===== src/rtl/h80bus_arb_pkg.sv =====
`timescale 1ns/1ps
`default_nettype none
// ============================================================================
// Module   : h80bus_arb_pkg
// Purpose  : Shared types for the h80 bus two-master arbiter: arbiter state
//            encoding, master index type, default bus field types and a
//            helper that maps a master index to its ownership state.
// Ports    : (package, no ports)
// Revision : 1.0 - initial release
// ============================================================================
package h80bus_arb_pkg;

  localparam int unsigned NUM_MASTERS = 2;

  // Default h80 bus field widths. The arbiter itself is parameterised and
  // sizes its ports from its own parameters.
  localparam int unsigned H80BUS_ADDR_WIDTH = 16;
  localparam int unsigned H80BUS_CMD_WIDTH  = 3;
  localparam int unsigned H80BUS_DATA_WIDTH = 32;

  typedef logic [H80BUS_ADDR_WIDTH-1:0] bus_addr_t;
  typedef logic [H80BUS_CMD_WIDTH-1:0]  bus_cmd_t;
  typedef logic [H80BUS_DATA_WIDTH-1:0] bus_data_t;

  typedef logic master_idx_t;

  typedef enum logic [1:0] {
    S_IDLE = 2'd0,
    S_OWN0 = 2'd1,
    S_OWN1 = 2'd2,
    S_TURN = 2'd3
  } arb_state_e;

  function automatic arb_state_e owner_state(input master_idx_t idx);
    return idx ? S_OWN1 : S_OWN0;
  endfunction

endpackage : h80bus_arb_pkg
`default_nettype wire


===== src/rtl/h80bus_rr_pick.sv =====
`timescale 1ns/1ps
`default_nettype none
// ============================================================================
// Module   : h80bus_rr_pick
// Purpose  : Combinational two-way round-robin pick. With a single requester
//            that requester wins; with both requesting, the one that did not
//            own the bus last wins.
// Ports    : req   in  [1:0] - request vector, bit i for master i
//            last  in  1     - master that owned the bus most recently
//            valid out 1     - at least one request present
//            idx   out 1     - chosen master (meaningful when valid)
// Revision : 1.0 - initial release
// ============================================================================
module h80bus_rr_pick
  import h80bus_arb_pkg::*;
(
  input  logic [1:0]  req,
  input  master_idx_t last,
  output logic        valid,
  output master_idx_t idx
);

  always_comb begin
    valid = |req;
    if (req == 2'b11) begin
      idx = ~last;
    end else begin
      // Single or no requester: bit 1 set means master 1, otherwise master 0.
      idx = req[1];
    end
  end

endmodule : h80bus_rr_pick
`default_nettype wire


===== src/rtl/h80bus_arbiter.sv =====
`timescale 1ns/1ps
`default_nettype none
// ============================================================================
// Module   : h80bus_arbiter
// Purpose  : Shares one downstream h80 bus between master 0 (CPU) and
//            master 1 (debug/DMA). Round-robin grant, handover only at
//            transaction boundaries, one dead TURN cycle after each release,
//            and an optional burst limit that preempts a long-running owner.
// Ports    : clk, reset                      - clock, sync active-high reset
//            m_req[i]      in                - master i wants the bus
//            m_gnt[i]      out (registered)  - master i owns the bus
//            m_iorq_n[i], m_mreq_n[i] in     - master strobes
//            m_addr/m_cmd/m_wdata[i] in      - master address/command/data
//            m_rdata       out               - downstream read data
//            m_wait_n[i]   out               - wait back to master i
//            iorq_n, mreq_n, bus_addr, bus_cmd, bus_wdata out - downstream
//            bus_rdata, bus_wait_n in        - downstream response
// Revision : 1.0 - initial release
// ============================================================================
module h80bus_arbiter
  import h80bus_arb_pkg::*;
#(
  parameter int BUS_ADDR_WIDTH = 16,
  parameter int BUS_CMD_WIDTH  = 3,
  parameter int BUS_DATA_WIDTH = 32,
  parameter int MAX_BURST      = 4
) (
  input  logic                      clk,
  input  logic                      reset,
  input  logic                      m_req    [2],
  output logic                      m_gnt    [2],
  input  logic                      m_iorq_n [2],
  input  logic                      m_mreq_n [2],
  input  logic [BUS_ADDR_WIDTH-1:0] m_addr   [2],
  input  logic [BUS_CMD_WIDTH-1:0]  m_cmd    [2],
  input  logic [BUS_DATA_WIDTH-1:0] m_wdata  [2],
  output logic [BUS_DATA_WIDTH-1:0] m_rdata,
  output logic                      m_wait_n [2],
  output logic                      iorq_n,
  output logic                      mreq_n,
  output logic [BUS_ADDR_WIDTH-1:0] bus_addr,
  output logic [BUS_CMD_WIDTH-1:0]  bus_cmd,
  output logic [BUS_DATA_WIDTH-1:0] bus_wdata,
  input  logic [BUS_DATA_WIDTH-1:0] bus_rdata,
  input  logic                      bus_wait_n
);

  // A zero-width counter is not legal, so the disabled case keeps one bit.
  localparam int CNT_W = (MAX_BURST == 0) ? 1 : $clog2(MAX_BURST + 1);
  localparam logic [CNT_W-1:0] BURST_LIMIT = CNT_W'(MAX_BURST);

  arb_state_e       state_q, state_d;
  logic [1:0]       gnt_q, gnt_d;
  master_idx_t      last_owner_q, last_owner_d;
  logic [CNT_W-1:0] burst_cnt_q, burst_cnt_d;

  logic        owner_valid;
  master_idx_t owner_idx;
  logic        own_active;
  logic        own_done;
  logic        other_req;
  logic        burst_hit;
  logic        release_ok;
  logic        pick_valid;
  master_idx_t pick_idx;

  // --------------------------------------------------------------------------
  // Owner decode from the registered state
  // --------------------------------------------------------------------------
  assign owner_valid = (state_q == S_OWN0) || (state_q == S_OWN1);
  assign owner_idx   = (state_q == S_OWN1);

  assign own_active = owner_valid && (!m_iorq_n[owner_idx] || !m_mreq_n[owner_idx]);
  assign own_done   = own_active && bus_wait_n;
  assign other_req  = m_req[~owner_idx];

  generate
    if (MAX_BURST == 0) begin : g_no_preempt
      assign burst_hit = 1'b0;
    end else begin : g_preempt
      assign burst_hit = (burst_cnt_q >= BURST_LIMIT);
    end
  endgenerate

  // Handover is only allowed between transactions, never while a strobe is
  // held low, so an in-flight access always completes on its original owner.
  assign release_ok = owner_valid && !own_active &&
                      (!m_req[owner_idx] || (burst_hit && other_req));

  h80bus_rr_pick u_pick (
    .req   ({m_req[1], m_req[0]}),
    .last  (last_owner_q),
    .valid (pick_valid),
    .idx   (pick_idx)
  );

  // --------------------------------------------------------------------------
  // Downstream mux and wait fan-back (combinational on the registered owner)
  // --------------------------------------------------------------------------
  always_comb begin
    iorq_n      = 1'b1;
    mreq_n      = 1'b1;
    bus_addr    = '0;
    bus_cmd     = '0;
    bus_wdata   = '0;
    m_wait_n[0] = 1'b0;
    m_wait_n[1] = 1'b0;
    if (owner_valid) begin
      iorq_n              = m_iorq_n[owner_idx];
      mreq_n              = m_mreq_n[owner_idx];
      bus_addr            = m_addr[owner_idx];
      bus_cmd             = m_cmd[owner_idx];
      bus_wdata           = m_wdata[owner_idx];
      m_wait_n[owner_idx] = bus_wait_n;
    end
  end

  assign m_rdata = bus_rdata;

  // --------------------------------------------------------------------------
  // Arbitration FSM next state
  // --------------------------------------------------------------------------
  always_comb begin
    state_d      = state_q;
    last_owner_d = last_owner_q;
    burst_cnt_d  = burst_cnt_q;
    case (state_q)
      S_IDLE, S_TURN: begin
        burst_cnt_d = '0;
        if (pick_valid) begin
          state_d      = owner_state(pick_idx);
          last_owner_d = pick_idx;
        end else begin
          state_d = S_IDLE;
        end
      end
      S_OWN0, S_OWN1: begin
        if (release_ok) begin
          state_d     = S_TURN;
          burst_cnt_d = '0;
        end else if (own_done && (burst_cnt_q != BURST_LIMIT)) begin
          burst_cnt_d = burst_cnt_q + CNT_W'(1);
        end
      end
      default: begin
        state_d = S_IDLE;
      end
    endcase
  end

  // Grants are decoded from the next state so m_gnt is a true flop output.
  assign gnt_d = {state_d == S_OWN1, state_d == S_OWN0};

  always_ff @(posedge clk) begin
    if (reset) begin
      state_q      <= S_IDLE;
      gnt_q        <= 2'b00;
      last_owner_q <= 1'b1;
      burst_cnt_q  <= '0;
    end else begin
      state_q      <= state_d;
      gnt_q        <= gnt_d;
      last_owner_q <= last_owner_d;
      burst_cnt_q  <= burst_cnt_d;
    end
  end

  assign m_gnt[0] = gnt_q[0];
  assign m_gnt[1] = gnt_q[1];

endmodule : h80bus_arbiter
`default_nettype wire


===== config.mk =====
export PLATFORM = sky130hd
export DESIGN_NAME = h80bus_arbiter
export DESIGN_NICKNAME = d
export VERILOG_FILES = /design/src/rtl/h80bus_arb_pkg.sv /design/src/rtl/h80bus_rr_pick.sv /design/src/rtl/h80bus_arbiter.sv
export SDC_FILE = /design/constraint.sdc
export NUM_CORES = 1
export LEC_CHECK = 0
export ABC_AREA = 1
export CAP_MARGIN = 20
export CORE_AREA = 10 10 92 94
export DETAILED_ROUTE_END_ITERATION = 10
export DIE_AREA = 0 0 102 104
export MAX_ROUTING_LAYER = met4
export PLACE_DENSITY = 0.81
export SLEW_MARGIN = 20
export SYNTH_ARGS = -nofsm -noshare
export SYNTH_HDL_FRONTEND = slang
export SYNTH_SLANG_ARGS = --single-unit

===== constraint.sdc =====
create_clock -name clk -period 1.85 [get_ports clk]
set_clock_uncertainty 0.05 [all_clocks]
set_input_delay 0.37 -clock clk [delete_from_list [all_inputs] [get_ports clk]]
set_output_delay 0.37 -clock clk [all_outputs]
set_load 0.005 [all_outputs]

# Word-level counts from Yosys, hierarchy flattened
# Cells that the tools add are included.
[totals]
register_bits = 8
latch_bits = 0
ramBits = 0
mem_bits_ro = 0
inputBits = 143
out_inout_bits = 89
wordCells = 78
mem_count = 0
[op_classes]
n_addsub = 1
n_mul = 0
div_mod_pow = 0
magnitude_cmp = 4
eq_ne = 8
shifts = 0
n_mux = 37
n_bitwise = 5
n_reduce_logical = 19
[op_table]
columns = ["operator", "count"]
rows = [
  ["32-bit two-way mux", 4],
  ["16-bit two-way mux", 4],
  ["3-bit two-way mux", 6],
  ["1-bit two-way mux", 16],
  ["2-bit == test (second input constant)", 4],
  ["2-bit two-way mux", 4],
  ["1-bit logical AND", 7],
  ["3-bit != test (second input constant)", 2],
  ["3-bit one-hot mux with 2 select lines", 1],
  ["2-bit OR reduction", 3],
  ["2-bit by 1-bit == test with 1-bit output (second input constant)", 2],
  ["2-bit >= comparator (second input constant)", 2],
  ["1-bit zero test", 4],
  ["1-bit inverter with 2-bit output", 2],
  ["2-bit one-hot mux with 2 select lines", 1],
  ["3-bit by 1-bit adder with 3-bit output (second input constant)", 1],
  ["3-bit >= comparator (second input constant)", 1],
  ["1-bit logical OR", 3],
  ["2-bit AND", 1],
  ["2-bit zero test", 1],
  ["2-bit by 1-bit less-than comparator with 1-bit output (second input constant)", 1],
  ["1-bit inverter", 2],
  ["2-bit AND reduction", 1],
  ["1-bit demux with 1-bit select", 1],
]

# Depth between registers and ports, before layout
[logic_depth]
depth_word = 14
mapped_depth = 12
mapped_depth_nobuf = 11

# By module
# Synthesis repeated with hierarchy kept, for this count alone.
[unflattened]
cells_unflattened = 293
area_unflattened_um2 = 1539.0
[modules_own_cells]
columns = ["module", "instances", "cells_each", "area_per_inst_um2", "seq_area_each_um2"]
rows = [
  ["h80bus_arbiter", 1, 290, 1524.0, 160.2],
  ["h80bus_rr_pick", 1, 3, 15.0, 0.0],
]

# Least setup slack after synthesis
# No wires, ideal clock.
[synth_timing]
path_kind = "register to output"
startpoint = "register state_q[0]"
endpoint = "output port bus_wdata[16]"
arrival_ns = 1.331
required_time_ns = 1.430
slack_ns = 0.099
stages_incl_launch_ff = 8
n_path_buf = 2
path_cell_list = "dfxtp_1 -> inv_1 -> ha_1 -> inv_2 -> buf_2 -> buf_2 -> o21ai_0 -> nor2_1"
[synth_between]
elab_chain_cells = 6
word_cells_on_any_way = 8
classes_between = "eq/ne (2); mux (4); bitwise (1); reduce/logical (1)"
[synth_rtl]
columns = ["element", "line_no", "text"]
rows = [
  ["start: declaration", "h80bus_arbiter.sv:52", "arb_state_e state_q, state_d;"],
  ["start signal: assignment", "h80bus_arbiter.sv:161", "state_q <= state_d;"],
  ["2-bit == test", "h80bus_arbiter.sv:70, h80bus_arbiter.sv:71", ""],
  ["1-bit inverter with 2-bit output (not written as such)", "h80bus_arbiter.sv:113", "bus_wdata = m_wdata[owner_idx];"],
  ["32-bit two-way mux (not written as such) (3 in series)", "h80bus_arbiter.sv:113", ""],
  ["32-bit two-way mux *", "h80bus_arbiter.sv:108", "if (owner_valid) begin"],
  ["end: declaration", "h80bus_arbiter.sv:43", "output logic [BUS_DATA_WIDTH-1:0] bus_wdata,"],
]
# Every way passes the cells marked *; elsewhere a longest branch is shown, timed or not. The select of a mux whose other input is x is not followed.

# Final worst setup path
[layout_timing]
startpoint = "register state_q[1]"
endpoint = "output port bus_addr[0]"
[layout_between]
elab_chain_cells = 6
word_cells_on_any_way = 8
classes_between = "eq/ne (2); mux (4); bitwise (1); reduce/logical (1)"
[layout_rtl]
columns = ["element", "line_no", "text"]
rows = [
  ["2-bit == test", "h80bus_arbiter.sv:70, h80bus_arbiter.sv:71", ""],
  ["1-bit inverter with 2-bit output (not written as such)", "h80bus_arbiter.sv:111", "bus_addr = m_addr[owner_idx];"],
  ["16-bit two-way mux (not written as such) (3 in series)", "h80bus_arbiter.sv:111", ""],
  ["16-bit two-way mux *", "h80bus_arbiter.sv:108", ""],
  ["end: declaration", "h80bus_arbiter.sv:41", "output logic [BUS_ADDR_WIDTH-1:0] bus_addr,"],
]
# Marked as above.

==> key figures <==
Detailed routing
  – DR pass1 iterations: 4
  – First DRT Iteration DRCs: 40
  – WL final: 9.34 mm
  – Vias per cell: 4.58
  – DR vias: 2377
  – DRC viols: 0
  – WL per Instance: 18.0 um
  – Post-route ant nets: 0

Synth
  – Cell area after synthesis: 0.00151 mm2
  – Synth warn: 0
  – Top cells by area, synth: nor2_1 (26%), o21ai_0 (18%), buf_4 (16%), dfxtp_1 (11%), nand2_1 (4.5%)
  – Seq/Total Area, Yosys: 10.6%
  – Top-area cell type share of the netlist area: 26.4%
  – Netlist cell types: 22
  – Syn_nets: 429
  – Cells after Synth: 282
  – Synth Register Bits: 8
  – Leading area contributor after synthesis: nor2_1
  – Syn Area/Cell: 5.35 um2

Pwr
  – Switching Power: 2.66 mW
  – Reg power frac: 4.5%
  – PwrDens: 1540 mW/mm2
  – Clock network power share: 3.6%
  – Power, Total: 5.80 mW
  – Switch share: 46.0%
  – Peak VDD IR: 1.06 mV
  – Leak: 1.65 nW
  – Pint: 3.13 mW
  – Combinational power share: 91.8%

Global route
  – First-pass GRT wire length: 12.6 mm
  – Largest net degree at the start of global routing: 32
  – Antenna violations before repair: 0
  – Tot GR Track Use: 14.9%
  – Number of global-route vias before repair: 2369
  – Grt total ovfl: 0

CTS
  – CTS max path bufs: 2
  – CTS Root Cell: clkbuf_8
  – Cts bufs inserted: 3
  – Clk slew on worst S/H paths: 0.04 ns
  – Worst-skew pair later-pin latency: 0.23 ns
  – CTS H-tree depth: 1
  – Clock tree sinks: 8
  – CTS tree: yes

Place
  – Final Wtd Congestion: 0.831
  – Detail Placement HPWL: 6.48 mm
  – Pre-CTS WS: -0.268 ns
  – I/O Buffers: 167

Worst hold path
  – Hold Crit Class: flop to flop

STA
  – # setup viols final: 53
  – Final setup margin: -0.0927 ns
  – Fin crit period: 1.94 ns
  – Part of the cycle the worst path needs: 105%
  – RSZ-0062 raised after global routing: yes
  – Worst-Margin Slew: 0.214 ns
  – TNS Setup: -2.31 ns
  – Slew margin rel.: 85.7%
  – Fin. max-slew vios: 0
  – Fmax: 0.515 GHz
  – Final hold violations: 0

Worst setup path
  – CP peak stage delay: 0.35 ns
  – Nature of the critical path endpoint: output pin
  – CP cell instances: buf_4, ha_4, buf_6, clkbuf_16, o21ai_4, nor2_1, buf_2
  – Slowest CP cell: dfxtp_4
  – WS Path Type: flop to output pin
  – WP data required: 1.43 ns
  – CP arrival: 1.52 ns
  – Peak fanout along the critical path: 7
  – CP Launch Type: flop

Floorplanning
  – Rows: 30
  – Initial core utilization: 22.6%
  – Chip width: 102 um
  – Core footprint: 0.00668 mm2
  – Die area: 0.0106 mm2
  – I/O pin cnt: 232
  – Die height: 104 um

Cells and area
  – Filler cells: 614
  – Area Overhead vs Synth: 150%
  – Final Net Count: 588
  – Most common cell after layout, fill and taps aside: clkdlybuf4s50_1
  – Area of the multi-input gates: 0.00139 mm2
  – Layout cell share with drive strength beyond 1: 44.0%
  – Most frequent cells in the layout: clkdlybuf4s50_1 (112), nor2_1 (59), buf_2 (43)
  – # diodes: 0
  – FF/Latch Area: 165 um2

Outcome
  – Status: finished, violations left
  – Failing checks: setup timing

Flow run
  – MaxCap Viol Count: 0
==> timing repair <==
action,4_1_cts,5_1_grt
hold buffers,0,0
gates cloned,5,7
buffers inserted,7,7
setup endpoints to repair,56,61
pin swaps,13,29
resized for setup,252,141
==> flip-flops by register name (all words and copies together), names as in the netlist <==
register	flops
burst_cnt_q	3
gnt_q	2
last_owner_q	1
state_q	2
==> worst paths after layout <==
kind                     start            to  slack, ns  cells after the start
setup / recovery    state_q[1]   bus_addr[0]      -0.09                      7
hold / removal    last_owner_q  last_owner_q       0.44                      2
setup reg to reg    state_q[1]      gnt_q[1]       0.02                     11
hold reg to reg   last_owner_q  last_owner_q       0.44                      2
==> cells by family (layout without fill, tap and decap cells) <==
kind of cell    after synthesis  count (layout)  synth area share (%)
compound gates               60              60                  20.6
fa+ha+maj                     4               4                  3.32
simple gates                144             144                  40.2
buf+inv                      66             223                  25.3
flops                         8               8                  10.6
==> worst max-delay path, delay by kind of cell (launching register included) <==
| kind | cells | cell delay [ns] |
|---|---|---|
| DFF | 1 | 0.35 |
| adders and majority gates | 1 | 0.20 |
| and+or+nand+nor | 1 | 0.05 |
| buffers and inverters | 4 | 0.56 |
| AOI/OAI and AO/OA | 1 | 0.13 |
==> layer usage <==
layer / global-route usage, % / part of all wire (%)
met4: 4.13 / 1.7
met3: 4.25 / 7.3
met5: - / 0
met1: 14.4 / 36
met2: 27.9 / 55
==> power groups by stage <==
stage | clock network, mW | registers, mW | logic, mW
final | 0.211 | 0.262 | 5.32
after floorplan | 0 | 0.245 | 1.62
after global placement | 0 | 0.246 | 3.83
after global routing | 0.225 | 0.270 | 5.71
after detailed placement | 0 | 0.246 | 3.91
after CTS | 0.215 | 0.259 | 4.62
==> through the flow <==
step,std cells,hold WS [ns],cell area (um2),util (%)
after floorplan,282,0.397,1510,-
after global placement,493,0.415,3140,47.0
after detailed placement,493,0.427,3140,47.0
after CTS,508,0.437,3320,49.7
after global routing,519,0.476,3770,56.5
final,519,0.438,3770,56.5
==> layout make-up <==
class	instances	share of cell area (%)
clock buffer	3	1.09
multi-input combinational	208	36.8
sequential	8	4.38
inverter	17	2.29
timing repair buffer	203	52.8
tap	80	2.65
==> synthesized netlist by cell type <==
cell type and count:
a21oi_1 3, a21oi_2 2, buf_2 3, buf_4 32, buf_6 1, clkbuf_1 13, dfxtp_1 8, ha_1 4
inv_1 15, inv_2 1, inv_4 1, nand2_1 18, nand2_2 6, nand2_4 2, nand3_1 7, nand3_2 2
nand3b_1 1, nand4_1 1, nor2_1 106, nor2_4 1, o21ai_0 54, o21bai_1 1
Power figures use the tool's default switching activity.
